$ cat src/rtl/coproc_host_driver.sv
// Host-side initiator for the crypto coprocessor register interface: takes one
// job per command handshake, runs the write/start/poll/read sequence and returns
// the 128-bit result (or a timeout flag) on the response channel.
module coproc_host_driver #(
  parameter int unsigned TIMEOUT_CYCLES = 1024
) (
  input  logic         clock,
  input  logic         reset,
  input  logic         cmd_valid,
  output logic         cmd_ready,
  input  logic [1:0]   cmd_op,
  input  logic [127:0] cmd_data,
  input  logic [127:0] cmd_iv,
  output logic         resp_valid,
  input  logic         resp_ready,
  output logic [127:0] resp_data,
  output logic         resp_timeout,
  output logic         busy,
  output logic [15:0]  writeEnable,
  output logic [255:0] writeBus,
  output logic [3:0]   selectRead,
  input  logic [255:0] dataOut
);

  localparam int unsigned DATA_W = 128;
  localparam int unsigned BUS_W  = 256;
  localparam int unsigned WE_W   = 16;
  localparam int unsigned SEL_W  = 4;
  localparam int unsigned CNT_W  = 16;

  // Register write strobes (one-hot)
  localparam logic [WE_W-1:0] WE_PT       = WE_W'(1 << 0);
  localparam logic [WE_W-1:0] WE_IV       = WE_W'(1 << 1);
  localparam logic [WE_W-1:0] WE_AES_CSR  = WE_W'(1 << 3);
  localparam logic [WE_W-1:0] WE_SEED     = WE_W'(1 << 8);
  localparam logic [WE_W-1:0] WE_PRNG_CSR = WE_W'(1 << 10);

  // Read selects
  localparam logic [SEL_W-1:0] SEL_NONE     = SEL_W'(0);
  localparam logic [SEL_W-1:0] SEL_CT       = SEL_W'(2);
  localparam logic [SEL_W-1:0] SEL_AES_CSR  = SEL_W'(3);
  localparam logic [SEL_W-1:0] SEL_GEN      = SEL_W'(5);
  localparam logic [SEL_W-1:0] SEL_PRNG_CSR = SEL_W'(6);

  localparam logic [1:0] OP_PRNG_CONT = 2'b11;
  localparam logic [1:0] ST_BUSY      = 2'b10;
  localparam logic [1:0] ST_DONE      = 2'b01;

  localparam logic [CNT_W-1:0] CNT_LAST = CNT_W'(TIMEOUT_CYCLES - 1);

  typedef enum logic [3:0] {
    S_IDLE,
    S_WR_DATA,
    S_WR_IV,
    S_WR_CSR,
    S_WAIT_BUSY,
    S_WAIT_DONE,
    S_RD_SEL,
    S_RD_CAP,
    S_RESP
  } state_t;

  state_t              state_q, state_d;
  logic [1:0]          op_q, op_d;
  logic [DATA_W-1:0]   data_q, data_d;
  logic [DATA_W-1:0]   iv_q, iv_d;
  logic [CNT_W-1:0]    cnt_q, cnt_d;
  logic [WE_W-1:0]     we_q, we_d;
  logic [DATA_W-1:0]   wbus_q, wbus_d;
  logic [SEL_W-1:0]    sel_q, sel_d;
  logic                rvalid_q, rvalid_d;
  logic [DATA_W-1:0]   rdata_q, rdata_d;
  logic                rtimeout_q, rtimeout_d;

  logic [1:0]          status;
  logic                timeout_hit;
  logic                unused_dataout_hi;

  // CSR word: start bit always set; AES carries the decrypt flag, PRNG the load flag
  function automatic logic [DATA_W-1:0] csr_word(input logic [1:0] op);
    logic [DATA_W-1:0] w;
    w    = '0;
    w[2] = 1'b1;
    if (op[1]) w[3] = ~op[0];
    else       w[6] = op[0];
    return w;
  endfunction

  assign status            = dataOut[1:0];
  assign timeout_hit       = (cnt_q >= CNT_LAST);
  assign unused_dataout_hi = ^dataOut[BUS_W-1:DATA_W];

  // State register and registered outputs
  always_ff @(posedge clock) begin
    if (reset) begin
      state_q    <= S_IDLE;
      op_q       <= '0;
      data_q     <= '0;
      iv_q       <= '0;
      cnt_q      <= '0;
      we_q       <= '0;
      wbus_q     <= '0;
      sel_q      <= '0;
      rvalid_q   <= 1'b0;
      rdata_q    <= '0;
      rtimeout_q <= 1'b0;
    end else begin
      state_q    <= state_d;
      op_q       <= op_d;
      data_q     <= data_d;
      iv_q       <= iv_d;
      cnt_q      <= cnt_d;
      we_q       <= we_d;
      wbus_q     <= wbus_d;
      sel_q      <= sel_d;
      rvalid_q   <= rvalid_d;
      rdata_q    <= rdata_d;
      rtimeout_q <= rtimeout_d;
    end
  end

  // Next-state logic; strobe outputs are decoded from the state being entered
  always_comb begin
    state_d    = state_q;
    op_d       = op_q;
    data_d     = data_q;
    iv_d       = iv_q;
    cnt_d      = cnt_q;
    we_d       = '0;
    wbus_d     = '0;
    sel_d      = sel_q;
    rvalid_d   = rvalid_q;
    rdata_d    = rdata_q;
    rtimeout_d = rtimeout_q;

    case (state_q)
      S_IDLE: begin
        if (cmd_valid) begin
          op_d    = cmd_op;
          data_d  = cmd_data;
          iv_d    = cmd_iv;
          state_d = (cmd_op == OP_PRNG_CONT) ? S_WR_CSR : S_WR_DATA;
        end
      end
      S_WR_DATA: state_d = op_q[1] ? S_WR_CSR : S_WR_IV;
      S_WR_IV:   state_d = S_WR_CSR;
      S_WR_CSR: begin
        cnt_d   = '0;
        state_d = S_WAIT_BUSY;
      end
      S_WAIT_BUSY: begin
        cnt_d = cnt_q + CNT_W'(1);
        if (status == ST_BUSY) begin
          state_d = S_WAIT_DONE;
        end else if (timeout_hit) begin
          state_d    = S_RESP;
          rvalid_d   = 1'b1;
          rdata_d    = '0;
          rtimeout_d = 1'b1;
        end
      end
      S_WAIT_DONE: begin
        cnt_d = cnt_q + CNT_W'(1);
        if (status == ST_DONE) begin
          state_d = S_RD_SEL;
          sel_d   = op_q[1] ? SEL_GEN : SEL_CT;
        end else if (timeout_hit) begin
          state_d    = S_RESP;
          rvalid_d   = 1'b1;
          rdata_d    = '0;
          rtimeout_d = 1'b1;
        end
      end
      S_RD_SEL: state_d = S_RD_CAP;
      S_RD_CAP: begin
        state_d    = S_RESP;
        rvalid_d   = 1'b1;
        rdata_d    = dataOut[DATA_W-1:0];
        rtimeout_d = 1'b0;
      end
      S_RESP: begin
        if (resp_ready) begin
          state_d    = S_IDLE;
          rvalid_d   = 1'b0;
          rdata_d    = '0;
          rtimeout_d = 1'b0;
          sel_d      = SEL_NONE;
        end
      end
      default: state_d = S_IDLE;
    endcase

    case (state_d)
      S_WR_DATA: begin
        we_d   = op_d[1] ? WE_SEED : WE_PT;
        wbus_d = data_d;
      end
      S_WR_IV: begin
        we_d   = WE_IV;
        wbus_d = iv_d;
      end
      S_WR_CSR: begin
        we_d   = op_d[1] ? WE_PRNG_CSR : WE_AES_CSR;
        wbus_d = csr_word(op_d);
        sel_d  = op_d[1] ? SEL_PRNG_CSR : SEL_AES_CSR;
      end
      default: ;
    endcase
  end

  assign cmd_ready    = (state_q == S_IDLE);
  assign busy         = (state_q != S_IDLE);
  assign writeEnable  = we_q;
  assign writeBus     = {{(BUS_W-DATA_W){1'b0}}, wbus_q};
  assign selectRead   = sel_q;
  assign resp_valid   = rvalid_q;
  assign resp_data    = rdata_q;
  assign resp_timeout = rtimeout_q;

endmodule

$ cat config.mk
export PLATFORM = sky130hd
export DESIGN_NAME = coproc_host_driver
export DESIGN_NICKNAME = d
export VERILOG_FILES = /design/src/rtl/coproc_host_driver.sv
export SDC_FILE = /design/constraint.sdc
export NUM_CORES = 1
export LEC_CHECK = 0
export CORE_AREA = 2 2 359 361
export DETAILED_ROUTE_END_ITERATION = 12
export DIE_AREA = 0 0 361 363
export SLEW_MARGIN = 20
export SYNTH_ARGS = -nofsm -noshare
export SYNTH_HDL_FRONTEND = slang
export SYNTH_SLANG_ARGS = --single-unit
$ cat constraint.sdc
create_clock -name clock -period 5.55 [get_ports clock]
set_input_delay 1.11 -clock clock [delete_from_list [all_inputs] [get_ports clock]]
set_output_delay 1.11 -clock clock [all_outputs]
set_load 0.05 [all_outputs]
# After elaboration in Yosys (flattened, before gate mapping)
# Index checks and enable logic that the tools add are counted.
[totals]
regBits = 556
output_inout_bits = 408
elab_cells = 82
input_bits = 518
[op_classes]
mux = 41
eq_ne = 19
reduce_logical = 8
addsub = 1
n_lt_le_gt_ge = 1
bitwise = 1
[op_table]
columns = ["cell", "count"]
rows = [
  ["$mux 128", 8],
  ["$pmux 128 s4", 1],
  ["$pmux 128 s3", 1],
  ["$pmux 4 s9", 1],
  ["$pmux 11 s3", 1],
  ["$mux 4", 8],
  ["$pmux 16 s2", 1],
  ["$add 16x1->16 const B", 1],
  ["$eq 4x2->1 const B", 4],
  ["$eq 4x3->1 const B", 4],
  ["$ge 16x10->1 const B", 1],
  ["$mux 11", 1],
  ["$mux 1", 10],
  ["$mux 9", 1],
  ["$eq 4x1->1 const B", 2],
  ["$pmux 1 s4", 2],
  ["$pmux 4 s2", 1],
  ["$reduce_bool 4->1", 2],
  ["$mux 2", 3],
  ["$mux 3", 2],
  ["$ne 2x2->1 const B", 3],
  ["$ne 3x3->1 const B", 2],
  ["$eq 2x2->1 const B", 2],
  ["$eq 4x4->1 const B", 1],
  ["other kinds (8)", 8],
]

# Logic depth before layout (Yosys ltp)
# Gate-level depths: netlist (run 1).
[logic_depth]
ltp_word = 7
mapped_depth = 10
depth_no_buf = 7

# Worst setup path after synthesis (run 1)
# No wires, ideal clock.
[synth_path]
path_type = "flip-flop to output port"
startpoint = "register state_q[3]"
endpoint = "output cmd_ready"
n_path_buf = 2
stages_incl_launch_ff = 5
arrival_time_ns = 1.815
path_slack_ns = 2.625
t_required_ns = 4.440
path_cell_list = "dfxtp_1 buf_2 clkbuf_1 or4_1 inv_1"
[synth_between]
elab_chain_cells = 1
[synth_lines]
columns = ["item", "line_no", "rtl"]
rows = [
  ["from (decl)", "63", "state_t state_q, state_d;"],
  ["from (signal assigned)", "108", "state_q <= state_d;"],
  ["$logic_not 4->1", "211", "assign cmd_ready = (state_q == S_IDLE);"],
  ["to (decl)", "10", "output logic cmd_ready,"],
]
# No other way between the ends.

# Worst setup path in the final report (run 1)
# Same ends and word-level chain as after synthesis.

==> results of run 1 <==
worst max-delay path, cell delays in order (launching register included):
cell                              delay, ns
sky130_fd_sc_hd__dfxtp_1               0.47
sky130_fd_sc_hd__or4_1                 0.74
sky130_fd_sc_hd__inv_1                 0.10
sky130_fd_sc_hd__clkdlybuf4s50_1       0.80
cell usage in the layout (no fill, tap or decap), types with 8 or more instances in the layout:
cell type	n
sky130_fd_sc_hd__clkdlybuf4s50_1	655
sky130_fd_sc_hd__dfxtp_1	544
sky130_fd_sc_hd__nor2_1	418
sky130_fd_sc_hd__nand2_1	390
sky130_fd_sc_hd__conb_1	140
sky130_fd_sc_hd__mux2i_1	135
sky130_fd_sc_hd__a22oi_1	130
sky130_fd_sc_hd__a2bb2oi_1	127
sky130_fd_sc_hd__nor2b_1	126
sky130_fd_sc_hd__clkbuf_16	67
sky130_fd_sc_hd__buf_4	18
sky130_fd_sc_hd__clkbuf_1	16
sky130_fd_sc_hd__a21oi_1	15
sky130_fd_sc_hd__clkinv_2	10
sky130_fd_sc_hd__buf_12	10
sky130_fd_sc_hd__clkbuf_8	9
sky130_fd_sc_hd__nand3_1	8
per-stage QoR:
step           setup slack [ns]  util, %  instance area (sq um)  hold slack (ns)
6_report                  1.691    24.17                  30710           0.4810
5_1_grt                   1.582    24.17                  30700           0.4950
4_1_cts                   1.621    24.17                  30700           0.4732
3_5_place_dp              1.170    22.44                  28500           0.4661
3_3_place_gp              1.208    22.44                  28500           0.4569
2_1_floorplan             2.625        -                  21300           0.4402
synthesized netlist by cell type (5+ instances only):
cell and number:
sky130_fd_sc_hd__dfxtp_1 544, sky130_fd_sc_hd__nor2_1 418, sky130_fd_sc_hd__nand2_1 390, sky130_fd_sc_hd__buf_4 142, sky130_fd_sc_hd__mux2i_1 135, sky130_fd_sc_hd__a22oi_1 130, sky130_fd_sc_hd__a2bb2oi_1 127, sky130_fd_sc_hd__nor2b_1 126
sky130_fd_sc_hd__clkbuf_1 104, sky130_fd_sc_hd__buf_2 37, sky130_fd_sc_hd__a21oi_1 15, sky130_fd_sc_hd__buf_6 13, sky130_fd_sc_hd__buf_1 11, sky130_fd_sc_hd__nand3_1 8, sky130_fd_sc_hd__nor3_1 7, sky130_fd_sc_hd__nor3b_1 7
sky130_fd_sc_hd__a31oi_1 6, sky130_fd_sc_hd__and3_1 6, sky130_fd_sc_hd__mux2_2 5, sky130_fd_sc_hd__o21ai_0 5, sky130_fd_sc_hd__or2_2 5
path summary, 6_finish.rpt:
check / to / slack [ns]
worst max-delay path: cmd_ready / 1.69
worst min-delay path: cnt_q[9]$_SDFFE_PP0P_ / 0.48
worst min register to register: cnt_q[9]$_SDFFE_PP0P_ / 0.48
worst max register to register: wbus_q[116]$_SDFF_PP0_ / 2.07
power by group:
| part | total, mW | internal (mW) | switching [mW] |
|---|---|---|---|
| Combinational | 5.54 | 2.05 | 3.48 |
| Sequential | 4.68 | 4.49 | 0.192 |
| Clock | 4.42 | 2.64 | 1.78 |
layer usage:
metal	up-vias	part of all wire, %
met4	22	2.9
met3	129	11
met1	8210	42
li1	8492	-
met5	-	0.19
met2	656	44
cells by family after synthesis:
logic type               Yosys count  synth area share, %
AO/OA/AOI/OAI                    301                11.42
multiplexers                     140                6.773
AND/OR/NAND/NOR                  995                20.36
XOR/XNOR                           2              0.08431
adder cells (fa/ha/maj)            1              0.06020
flip-flops                       544                52.41
other                              1              0.01805
buffers and inverters            311                8.875
area by class of cell:
class / count / area [sq um]
diodes: 3 / 7.507
fillers: 13707 / 96320
well taps: 1662 / 2079
inverters: 4 / 15.01
multi-input cells: 1579 / 8600
repair buffers: 685 / 6912
flip-flops and latches: 544 / 10890
clock inverters: 26 / 341.6
clock buffers: 92 / 1861
state kept, by name, summed over array words and instances (netlist names):
register / cells
wbus_q: 128
state_q: 4
resp_timeout: 1
resp_data: 128
writeEnable: 5
resp_valid: 1
iv_q: 128
selectRead: 3
data_q: 128
op_q: 2
cnt_q: 16
==> insert_results.sql, run 1 <==
INSERT INTO impl_metrics (metric_group, metric, value, unit) VALUES
('placed_design', 'gp_congestion', '0.7594', ''),
('clock_tree', 'cts_htree_levels', '3', ''),
('finish', 'drive_above_1_share', '5.222', '%'),
('global_route', 'grt_first_pass_wirelength', '111600', 'microns'),
('logic_synthesis', 'synth.top_cells.by_area', 'sky130_fd_sc_hd__dfxtp_1 (52%), sky130_fd_sc_hd__nor2_1 (7.6%), sky130_fd_sc_hd__nand2_1 (7.0%), sky130_fd_sc_hd__mux2i_1 (6.5%), sky130_fd_sc_hd__a2bb2oi_1 (5.4%)', ''),
('floorplan', 'die_area', '0.1310', 'sq mm'),
('route', 'route.vias.total', '17509', ''),
('finish', 'area.growth.synth_to_final', '47.76', '%'),
('global_route', 'grt.overflow.total', '0', ''),
('floorplan', 'floorplan.core_area', '0.1270', 'sq mm'),
('floorplan', 'initial_core_util', '16.36', '%'),
('route', 'drt_pass1_iterations', '5', ''),
('logic_synthesis', 'post-synth-top-area-cell', 'sky130_fd_sc_hd__dfxtp_1', ''),
('finish', 'final_cells', '4595', ''),
('hold_path', 'min_path_type', 'reg2reg', ''),
('route', 'drt_iter0_drc', '1013', ''),
('logic_synthesis', 'ys.warnings.count', '0', ''),
('global_route', 'via_count_of_the_first_global_routing_pass', '16930', ''),
('placed_design', 'dpl.cell_count', '4474', ''),
('logic_synthesis', 'seq_area_frac_synth', '52.41', '%'),
('worst_setup_path', 'setup.worst_path.end_class', 'output port', ''),
('clock_tree', 'tritoncts', 'built', ''),
('placed_design', 'detailed_place_hpwl', '56440', 'microns'),
('logic_synthesis', 'synth.distinct_cells', '53', ''),
('worst_setup_path', 'timing.critical_path.required', '4.44', 'ns'),
('sta', 'rsz0062_at_grt', 'false', ''),
('clock_tree', 'worst_skew_pair.late_latency', '0.65', 'ns'),
('clock_tree', 'post_cts_buffers', '0', ''),
('worst_setup_path', 'cp-startpoint', 'state_q[3]$_SDFF_PP0_', ''),
('worst_setup_path', 'worst_ep_arrival_time', '2.75', 'ns'),
('worst_setup_path', 'crit_type', 'reg2out', ''),
('sta', 'finalCriticalPeriod', '3.859', 'ns'),
('route', 'avgViaCountPerCell', '3.810', ''),
('hold_path', 'holdCritStartpoint', 'cnt_q[9]$_SDFFE_PP0P_', ''),
('worst_setup_path', 'reg2reg_depth', '7', ''),
('sta', 'finalHoldViolCount', '0', ''),
('finish', 'nNetsFinal', '3399', ''),
('worst_setup_path', 'critPathLaunchType', 'flop', ''),
('power_and_ir_drop', 'p_leak', '11.86', 'nW'),
('floorplan', 'die_height', '363', 'microns'),
('global_route', 'grt_start_max_net_pins', '157', ''),
('hold_path', 'worst_hold_path.num_cells', '1', ''),
('outcome', 'run_status', 'finished clean', ''),
('worst_setup_path', 'reg2reg_from', 'state_q[2]$_SDFF_PP0_', ''),
('placed_design', 'count_of_input_and_output_buffers', '657', ''),
('logic_synthesis', 'synth-seq-cells', '544', ''),
('global_route', 'grt.total_usage', '11.43', '%'),
('power_and_ir_drop', 'totalPowerFinal', '14.64', 'mW'),
('sta', 'clock.fmax', '259.1', 'MHz'),
('sta', 'post-route-period-util', '69.54', '%'),
('sta', 'final_max_slew_viol_count', '0', ''),
('sta', 'fin_skew', '0.02144', 'ns'),
('floorplan', 'design.portCount', '926', ''),
('global_route', 'gr-usage-met1', '13.51', '%'),
('global_route', 'grtUsageMet2', '17.91', '%'),
('logic_synthesis', 'post_synth_inst_count', '2295', ''),
('logic_synthesis', 'synth_top_area_share', '52.41', '%'),
('power_and_ir_drop', 'power_density', '476.8', 'mW/mm^2'),
('logic_synthesis', 'ys_async_sr_fraction', '0', '%'),
('floorplan', 'row_count', '131', ''),
('global_route', 'gr-max-usage-layer', 'met2', ''),
('logic_synthesis', 'synth-main-ff-cell', 'sky130_fd_sc_hd__dfxtp_1', ''),
('clock_tree', 'cts_buffer_depth', '3', ''),
('route', 'postRouteAntennaNets', '0', ''),
('sta', 'max-slew-margin-rel', '27.18', '%'),
('clock_tree', 'cts.sink_count', '544', ''),
('job', 'cap_violations', '0', ''),
('sta', 'setup_viol', '0', ''),
('worst_setup_path', 'critical_path.max_fanout', '17', ''),
('global_route', 'number_of_antenna_violations_at_the_first_check_in_global_routing', '20', ''),
('clock_tree', 'cts_buffers', '66', '');
Note: power is estimated with default switching activity, not from simulation.
==> run 2, diff against run 1 <==
- CORE_AREA: 2 2 359 361 -> 2 2 357 359
- DIE_AREA: 0 0 361 363 -> 0 0 359 361
- clock period: 5.55 -> 3.4 ns (I/O delays scaled with it)
==> run 2 against run 1 <==
Final cell count is 1.0% higher; clock power is 69% higher; hold slack worse by 0.10 ns; critical endpoint is now wbus_q[84]$_SDFF_PP0_; largest cell class unchanged; highest routed layer unchanged.
==> insert_results.sql, run 2 (same netlist as run 1, synthesis figures left out) <==
INSERT INTO impl_metrics (metric_group, metric, value, unit) VALUES
('outcome', 'run_status', 'finished clean', ''),
('floorplan', 'fp.dieW', '359', 'microns'),
('finish', 'commonest_non_fill_non_tap_cell_in_the_layout', 'sky130_fd_sc_hd__clkdlybuf4s50_1', ''),
('finish', 'nNetsFinal', '3457', ''),
('worst_setup_path', 'worst-r2r-setup-slack', '0.26', 'ns'),
('floorplan', 'initial_core_util', '16.57', '%'),
('power_and_ir_drop', 'proportion_of_power_drawn_by_combinational_gates', '39.0', '%'),
('worst_setup_path', 'worst_ep_arrival_time', '3.64', 'ns'),
('placed_design', 'post_placement_cell_area', '0.02902', 'sq mm'),
('floorplan', 'die_height', '361', 'microns'),
('power_and_ir_drop', 'power.share.sequential', '30.8', '%'),
('finish', 'finish.instance_area', '0.03135', 'sq mm'),
('hold_path', 'min_path_type', 'in2reg', ''),
('worst_setup_path', 'endpoint', 'wbus_q[84]$_SDFF_PP0_', ''),
('clock_tree', 'post_cts_buffers', '0', ''),
('worst_setup_path', 'reg2reg_from', 'state_q[3]$_SDFF_PP0_', ''),
('floorplan', 'die_area', '0.1296', 'sq mm'),
('route', 'drt_pass1_iterations', '5', ''),
('finish', 'area.growth.synth_to_final', '50.86', '%'),
('clock_tree', 'cts_buffers', '66', ''),
('finish', 'final_cells', '4642', ''),
('global_route', 'grt.total_usage', '11.87', '%'),
('route', 'routed_wire_length_per_instance', '17.28', 'microns'),
('job', 'cap_violations', '0', ''),
('clock_tree', 'tritoncts', 'built', ''),
('power_and_ir_drop', 'switching_share', '36.62', '%'),
('clock_tree', 'post_cts_resize_count', '1', ''),
('clock_tree', 'hold_buffers', '0', ''),
('sta', 'max_slew.worst_pin.slew', '0.9584', 'ns'),
('placed_design', 'gp_congestion', '0.7954', ''),
('clock_tree', 'cts.sink_count', '544', ''),
('sta', 'final_max_slew_viol_count', '0', ''),
('finish', 'multiInputGateArea', '0.008600', 'sq mm'),
('placed_design', 'count_of_input_and_output_buffers', '657', ''),
('worst_setup_path', 'crit-reg2reg-capture', 'wbus_q[84]$_SDFF_PP0_', ''),
('route', 'route.vias.total', '17791', ''),
('power_and_ir_drop', 'total_switching_power', '9.065', 'mW'),
('worst_setup_path', 'crit_type', 'reg2reg', ''),
('route', 'postRouteAntennaNets', '0', ''),
('worst_setup_path', 'setup.worst_path.end_class', 'flop', ''),
('sta', 'clock.fmax', '318.6', 'MHz'),
('clock_tree', 'worst_skew_pair.late_latency', '0.64', 'ns'),
('worst_setup_path', 'critical_path.max_fanout', '36', ''),
('route', 'route.final.wire_length', '80210', 'microns'),
('sta', 'finalHoldViolCount', '0', ''),
('sta', 'max-slew-margin-rel', '36.11', '%'),
('floorplan', 'design.portCount', '926', ''),
('power_and_ir_drop', 'power_frac_clock', '30.1', '%'),
('power_and_ir_drop', 'irDropWorstVdd', '0.4688', 'mV'),
('route', 'avgViaCountPerCell', '3.833', ''),
('placed_design', 'detailed_place_hpwl', '59790', 'microns'),
('placed_design', 'dpl.cell_count', '4520', ''),
('worst_setup_path', 'reg2reg_depth', '7', ''),
('global_route', 'grt_first_pass_wirelength', '114900', 'microns'),
('route', 'drt_iter0_drc', '1047', ''),
('finish', 'ff_latch_area', '0.01089', 'sq mm'),
('clock_tree', 'cts.clk_slew.worst_paths', '0.06', 'ns'),
('global_route', 'grt_start_max_net_pins', '157', ''),
('worst_setup_path', 'timing.critical_path.required', '3.90', 'ns'),
('worst_setup_path', 'timing.critical_path.cells', 'or4b_2 -> o22a_1 -> o21ai_1 -> nor3_4 -> buf_12 -> a2bb2oi_1 -> nor2_1', ''),
('power_and_ir_drop', 'power_density', '789.6', 'mW/mm^2'),
('global_route', 'grt.overflow.total', '0', ''),
('clock_tree', 'cts_htree_levels', '3', ''),
('worst_setup_path', 'worst_path_max_delay_cell', 'sky130_fd_sc_hd__or4b_2', ''),
('clock_tree', 'cell_chosen_for_the_clock_root', 'sky130_fd_sc_hd__clkbuf_16', ''),
('finish', 'layout.filler_cells', '13488', ''),
('power_and_ir_drop', 'cell_internal_pwr', '15.69', 'mW'),
('global_route', 'number_of_antenna_violations_at_the_first_check_in_global_routing', '25', ''),
('sta', 'rsz0062_at_grt', 'false', ''),
('finish', 'drive_above_1_share', '7.133', '%'),
('route', 'remaining_drc_errors', '0', ''),
('finish', 'mostFrequentLayoutCells', 'sky130_fd_sc_hd__clkdlybuf4s50_1 (653), sky130_fd_sc_hd__dfxtp_1 (544), sky130_fd_sc_hd__nor2_1 (418), sky130_fd_sc_hd__nand2_1 (390), sky130_fd_sc_hd__conb_1 (140)', ''),
('sta', 'setup_viol', '0', ''),
('worst_setup_path', 'cp-startpoint', 'state_q[3]$_SDFF_PP0_', ''),
('worst_setup_path', 'cpPeakStageDelay', '0.69', 'ns'),
('clock_tree', 'cts_buffer_depth', '3', ''),
('sta', 'finalCriticalPeriod', '3.138', 'ns'),
('sta', 'post-route-period-util', '92.30', '%'),
('global_route', 'via_count_of_the_first_global_routing_pass', '17416', ''),
('floorplan', 'row_count', '130', ''),
('worst_setup_path', 'critPathLaunchType', 'flop', ''),
('floorplan', 'floorplan.core_area', '0.1254', 'sq mm'),
('sta', 'fin_setup_tns', '0', 'ns'),
('sta', 'fin_skew', '0.02820', 'ns'),
('power_and_ir_drop', 'p_leak', '12.23', 'nW');
-- run 2: changes by cell type in the layout (fill, tap and decap cells not counted), moves of 3 or more --
cell	change
sky130_fd_sc_hd__buf_12	+8
sky130_fd_sc_hd__buf_4	+50
sky130_fd_sc_hd__clkbuf_1	-4
sky130_fd_sc_hd__clkinv_2	-6
sky130_fd_sc_hd__diode_2	+3
sky130_fd_sc_hd__clkbuf_8	+8
-- run 2: critical path: cells and delay by family (launching register included) --
| kind | cells | cell delay, ns |
|---|---|---|
| compound gates | 3 | 1.18 |
| flops | 1 | 0.66 |
| buf+inv | 1 | 0.18 |
| simple gates | 3 | 0.85 |
-- run 2: layout make-up --
class / count / area share [%]
Multi-Input combinational cell: 1579 / 27.43
Antenna cell: 6 / 0.04789
Inverter: 4 / 0.04789
Timing Repair Buffer: 743 / 23.78
Tap cell: 1650 / 6.585
Clock inverter: 20 / 1.137
Clock buffer: 96 / 6.238
Sequential cell: 544 / 34.74
-- run 2: worst min path at each step --
stage	start	endpoint	slack (ns)	cells after the start
after floorplan	cnt_q[9]$_SDFFE_PP0P_	cnt_q[9]$_SDFFE_PP0P_	0.44	1
after global placement	selectRead[0]$_SDFFE_PP0P_	selectRead[0]$_SDFFE_PP0P_	0.45	1
after detailed placement	resp_valid$_SDFFE_PP0P_	resp_valid$_SDFFE_PP0P_	0.47	1
after CTS	reset	data_q[8]$_SDFF_PP0_	0.31	2
after global routing	reset	data_q[7]$_SDFF_PP0_	0.33	2
final	reset	data_q[8]$_SDFF_PP0_	0.38	2
-- run 2: metrics by stage --
stage	worst slack [ns]	hold WS (ns)	total power [mW]	utilization [%]
after floorplan	0.9049	0.4402	14.04	-
after global placement	-0.06418	0.4485	17.47	23.13
after detailed placement	-0.07457	0.4715	17.55	23.14
after CTS	0.01298	0.3105	25.18	24.99
after global routing	0.1215	0.3339	26.03	25.00
final	0.2617	0.3781	24.75	25.00
-- run 2: layer usage --
metal / GRT usage [%] / vias up / wire, microns
met4: 4.484 / 16 / 2517
li1: - / 8634 / -
met5: 0 / - / 88
met1: 14.24 / 8316 / 34050
met3: 4.955 / 124 / 7386
met2: 18.83 / 701 / 36170
-- run 2: power groups by stage --
stage / logic [mW] / registers, mW / clock network [mW]
final: 9.66 / 7.64 / 7.46
after global routing: 10.3 / 7.72 / 7.97
after CTS: 9.80 / 7.65 / 7.74
after detailed placement: 9.77 / 7.78 / 0
after global placement: 9.72 / 7.76 / 0
after floorplan: 5.12 / 8.93 / 0
==> run 3, diff against run 2 <==
- ABC_AREA: default -> 1
- CORE_AREA: 2 2 357 359 -> 2 2 361 363
- DIE_AREA: 0 0 359 361 -> 0 0 363 365
==> run 3 against run 2 <==
Largest cell class unchanged; sequential cell count did not move; hold slack improved by 0.058 ns; clock-buffer cell count fell by 5; critical path depth fell by 3; combinational power fell by 30%; clock skew fell by 0.0042 ns; setup slack got worse by 0.039 ns.
==> insert_results.sql, run 3 <==
INSERT INTO impl_metrics (metric_group, metric, value, unit) VALUES
('power_and_ir_drop', 'cell_internal_pwr', '14.32', 'mW'),
('floorplan', 'floorplan.core_area', '0.1287', 'sq mm'),
('logic_synthesis', 'ys.warnings.count', '0', ''),
('placed_design', 'count_of_input_and_output_buffers', '657', ''),
('sta', 'rsz0062_at_grt', 'false', ''),
('clock_tree', 'post_cts_resize_count', '0', ''),
('finish', 'area.growth.synth_to_final', '51.67', '%'),
('logic_synthesis', 'synth-seq-cells', '544', ''),
('sta', 'max_slew.worst_pin.slew', '0.8899', 'ns'),
('finish', 'layout.filler_cells', '13822', ''),
('logic_synthesis', 'yosys.area_share.xor_xnor', '0.04129', '%'),
('clock_tree', 'cts.clk_slew.worst_paths', '0.06', 'ns'),
('route', 'drt_pass1_iterations', '4', ''),
('power_and_ir_drop', 'power_frac_clock', '35.0', '%'),
('global_route', 'grt.overflow.total', '0', ''),
('power_and_ir_drop', 'proportion_of_power_drawn_by_combinational_gates', '31.1', '%'),
('clock_tree', 'cts_htree_levels', '3', ''),
('floorplan', 'die_area', '0.1325', 'sq mm'),
('worst_setup_path', 'critPathLaunchType', 'flop', ''),
('sta', 'setup_viol', '0', ''),
('route', 'routed_wire_length_per_instance', '17.87', 'microns'),
('worst_setup_path', 'crit_type', 'reg2out', ''),
('worst_setup_path', 'worst_ep_arrival_time', '2.50', 'ns'),
('placed_design', 'detailed_place_hpwl', '65310', 'microns'),
('finish', 'mostFrequentLayoutCells', 'sky130_fd_sc_hd__clkdlybuf4s50_1 (653), sky130_fd_sc_hd__dfxtp_1 (544), sky130_fd_sc_hd__nand2_1 (309), sky130_fd_sc_hd__nor2_1 (287), sky130_fd_sc_hd__a21oi_1 (275)', ''),
('finish', 'multiInputGateArea', '0.008982', 'sq mm'),
('hold_path', 'min_path_type', 'in2reg', ''),
('clock_tree', 'cts_buffer_depth', '3', ''),
('logic_synthesis', 'mapped_area', '0.02121', 'sq mm'),
('floorplan', 'initial_core_util', '16.49', '%'),
('route', 'remaining_drc_errors', '0', ''),
('clock_tree', 'cts_buffers', '69', ''),
('global_route', 'grt_first_pass_wirelength', '116900', 'microns'),
('sta', 'max-slew-margin-rel', '40.68', '%'),
('logic_synthesis', 'synth-simple-area-share', '20.52', '%'),
('logic_synthesis', 'syn-mean-instance-area', '9.030', 'sq um'),
('finish', 'commonest_non_fill_non_tap_cell_in_the_layout', 'sky130_fd_sc_hd__clkdlybuf4s50_1', ''),
('logic_synthesis', 'synth_top_area_share', '51.34', '%'),
('power_and_ir_drop', 'power.share.sequential', '33.9', '%'),
('sta', 'final_max_slew_viol_count', '0', ''),
('logic_synthesis', 'synth_top_family_by_area', 'simple AND/OR/NAND/NOR gates', ''),
('power_and_ir_drop', 'p_leak', '12.65', 'nW'),
('sta', 'clock.fmax', '314.8', 'MHz'),
('power_and_ir_drop', 'totalPowerFinal', '21.70', 'mW'),
('power_and_ir_drop', 'power_density', '674.5', 'mW/mm^2'),
('route', 'avgViaCountPerCell', '3.760', ''),
('sta', 'hold_ws', '0.4365', 'ns'),
('global_route', 'grt_start_max_net_pins', '163', ''),
('logic_synthesis', 'post-synth-top-area-cell', 'sky130_fd_sc_hd__dfxtp_1', ''),
('outcome', 'run_status', 'finished clean', ''),
('clock_tree', 'cell_chosen_for_the_clock_root', 'sky130_fd_sc_hd__clkbuf_16', ''),
('logic_synthesis', 'synth-compound-area-share', '7.645', '%'),
('global_route', 'number_of_antenna_violations_at_the_first_check_in_global_routing', '29', ''),
('logic_synthesis', 'synth_commonest_cells', 'sky130_fd_sc_hd__dfxtp_1 (544), sky130_fd_sc_hd__nand2_1 (309), sky130_fd_sc_hd__nor2_1 (288), sky130_fd_sc_hd__a21oi_1 (275), sky130_fd_sc_hd__mux2i_1 (244)', ''),
('floorplan', 'row_count', '132', ''),
('floorplan', 'fp.dieW', '363', 'microns'),
('placed_design', 'gp_congestion', '0.7886', ''),
('sta', 'finalCriticalPeriod', '3.177', 'ns'),
('clock_tree', 'tritoncts', 'built', ''),
('finish', 'ff_latch_area', '0.01089', 'sq mm'),
('power_and_ir_drop', 'switching_share', '34.02', '%'),
('floorplan', 'design.portCount', '926', ''),
('global_route', 'grt.total_usage', '12.18', '%'),
('logic_synthesis', 'seq_area_frac_synth', '51.34', '%'),
('worst_setup_path', 'critical_path.max_fanout', '5', ''),
('finish', 'nNetsFinal', '3551', ''),
('logic_synthesis', 'ys_async_sr_fraction', '0', '%'),
('clock_tree', 'post_cts_buffers', '0', ''),
('logic_synthesis', 'synth_mux_area_share', '11.51', '%'),
('logic_synthesis', 'synth-main-ff-cell', 'sky130_fd_sc_hd__dfxtp_1', ''),
('logic_synthesis', 'synth.top_cells.by_area', 'sky130_fd_sc_hd__dfxtp_1 (51%), sky130_fd_sc_hd__mux2i_1 (12%), sky130_fd_sc_hd__a21oi_1 (6.5%), sky130_fd_sc_hd__nand2_1 (5.5%), sky130_fd_sc_hd__nor2_1 (5.1%)', ''),
('logic_synthesis', 'adder_cell_fraction_of_synth_area', '0.05899', '%'),
('logic_synthesis', 'synth-edff-count', '0', ''),
('finish', 'drive_above_1_share', '8.893', '%'),
('logic_synthesis', 'synth.distinct_cells', '40', ''),
('sta', 'fin_skew', '0.02397', 'ns'),
('job', 'cap_violations', '0', ''),
('worst_setup_path', 'setup.worst_path.end_class', 'output port', ''),
('floorplan', 'die_height', '365', 'microns'),
('logic_synthesis', 'synth_most_common_cell', 'sky130_fd_sc_hd__dfxtp_1', ''),
('clock_tree', 'hold_buffers', '0', ''),
('sta', 'post-route-period-util', '93.44', '%'),
('route', 'drt_iter0_drc', '928', ''),
('route', 'route.final.wire_length', '85090', 'microns'),
('route', 'route.vias.total', '17899', ''),
('global_route', 'via_count_of_the_first_global_routing_pass', '16877', ''),
('sta', 'fin_setup_tns', '0', 'ns'),
('clock_tree', 'cts.sink_count', '544', ''),
('worst_setup_path', 'timing.critical_path.required', '2.72', 'ns'),
('logic_synthesis', 'post_synth_inst_count', '2349', ''),
('power_and_ir_drop', 'irDropWorstVdd', '0.4962', 'mV'),
('route', 'postRouteAntennaNets', '0', ''),
('power_and_ir_drop', 'total_switching_power', '7.382', 'mW'),
('sta', 'finalHoldViolCount', '0', ''),
('clock_tree', 'worst_skew_pair.late_latency', '0.65', 'ns');
[run 3: cell type report]
type,instances,area share (%)
antenna,5,0.03889
clock buffer,91,5.908
clock inverter,29,1.361
inverter,40,0.4745
multi-input combinational,1607,27.92
sequential,544,33.85
tap,1675,6.515
timing repair buffer,770,23.93
[run 3: worst paths after layout]
check	startpoint	endpoint	slack, ns	cells after the start
worst max-delay path	state_q[1]$_SDFF_PP0_	cmd_ready	0.22	4
worst min-delay path	reset	cnt_q[1]$_SDFFE_PP0P_	0.44	2
worst max register to register	cnt_q[0]$_SDFFE_PP0P_	wbus_q[54]$_SDFF_PP0_	0.91	12
worst min register to register	resp_timeout$_SDFFE_PP0P_	resp_timeout$_SDFFE_PP0P_	0.44	2
[run 3: cell families (layout without fill, tap and decap cells)]
kind of cell	after synthesis	count (layout)
adder cells (fa/ha/maj)	1	1
multiplexers	244	244
flip-flops	544	544
XOR/XNOR	1	1
AND/OR/NAND/NOR	907	907
buffers and inverters	337	930
other	1	145
AO/OA/AOI/OAI	314	314
[run 3: routing by layer]
metal	track usage [%]	share of wire, %	vias up
met2	19.67	45	638
li1	-	-	8805
met5	0	0.30	-
met4	4.703	3.7	38
met1	13.97	41	8259
met3	5.649	9.8	159
[run 3: power by group through the flow]
stage | combinational (mW) | clock [mW] | sequential (mW)
6_report | 6.75 | 7.60 | 7.35
5_1_grt | 7.23 | 8.11 | 7.42
4_1_cts | 6.85 | 7.89 | 7.36
3_5_place_dp | 6.83 | 0 | 7.50
3_3_place_gp | 6.79 | 0 | 7.48
2_1_floorplan | 3.16 | 0 | 8.48
[run 3: critical path, stage by stage (launching register included)]
cell and delay, ns:
sky130_fd_sc_hd__dfxtp_1 0.36, sky130_fd_sc_hd__nor2_2 0.27, sky130_fd_sc_hd__nand2_1 0.30, sky130_fd_sc_hd__inv_1 0.11
sky130_fd_sc_hd__clkdlybuf4s50_1 0.80
[run 3: metrics by stage]
stage          cells  instance area (sq um)  setup WS (ns)  util [%]
2_1_floorplan   2488                  21730          1.321         -
3_3_place_gp    4636                  29820         0.2114     23.18
3_5_place_dp    4636                  29820         0.1819     23.18
4_1_cts         4756                  32160        0.08603     24.99
5_1_grt         4757                  32160        0.05240     25.00
6_report        4761                  32170         0.2230     25.00
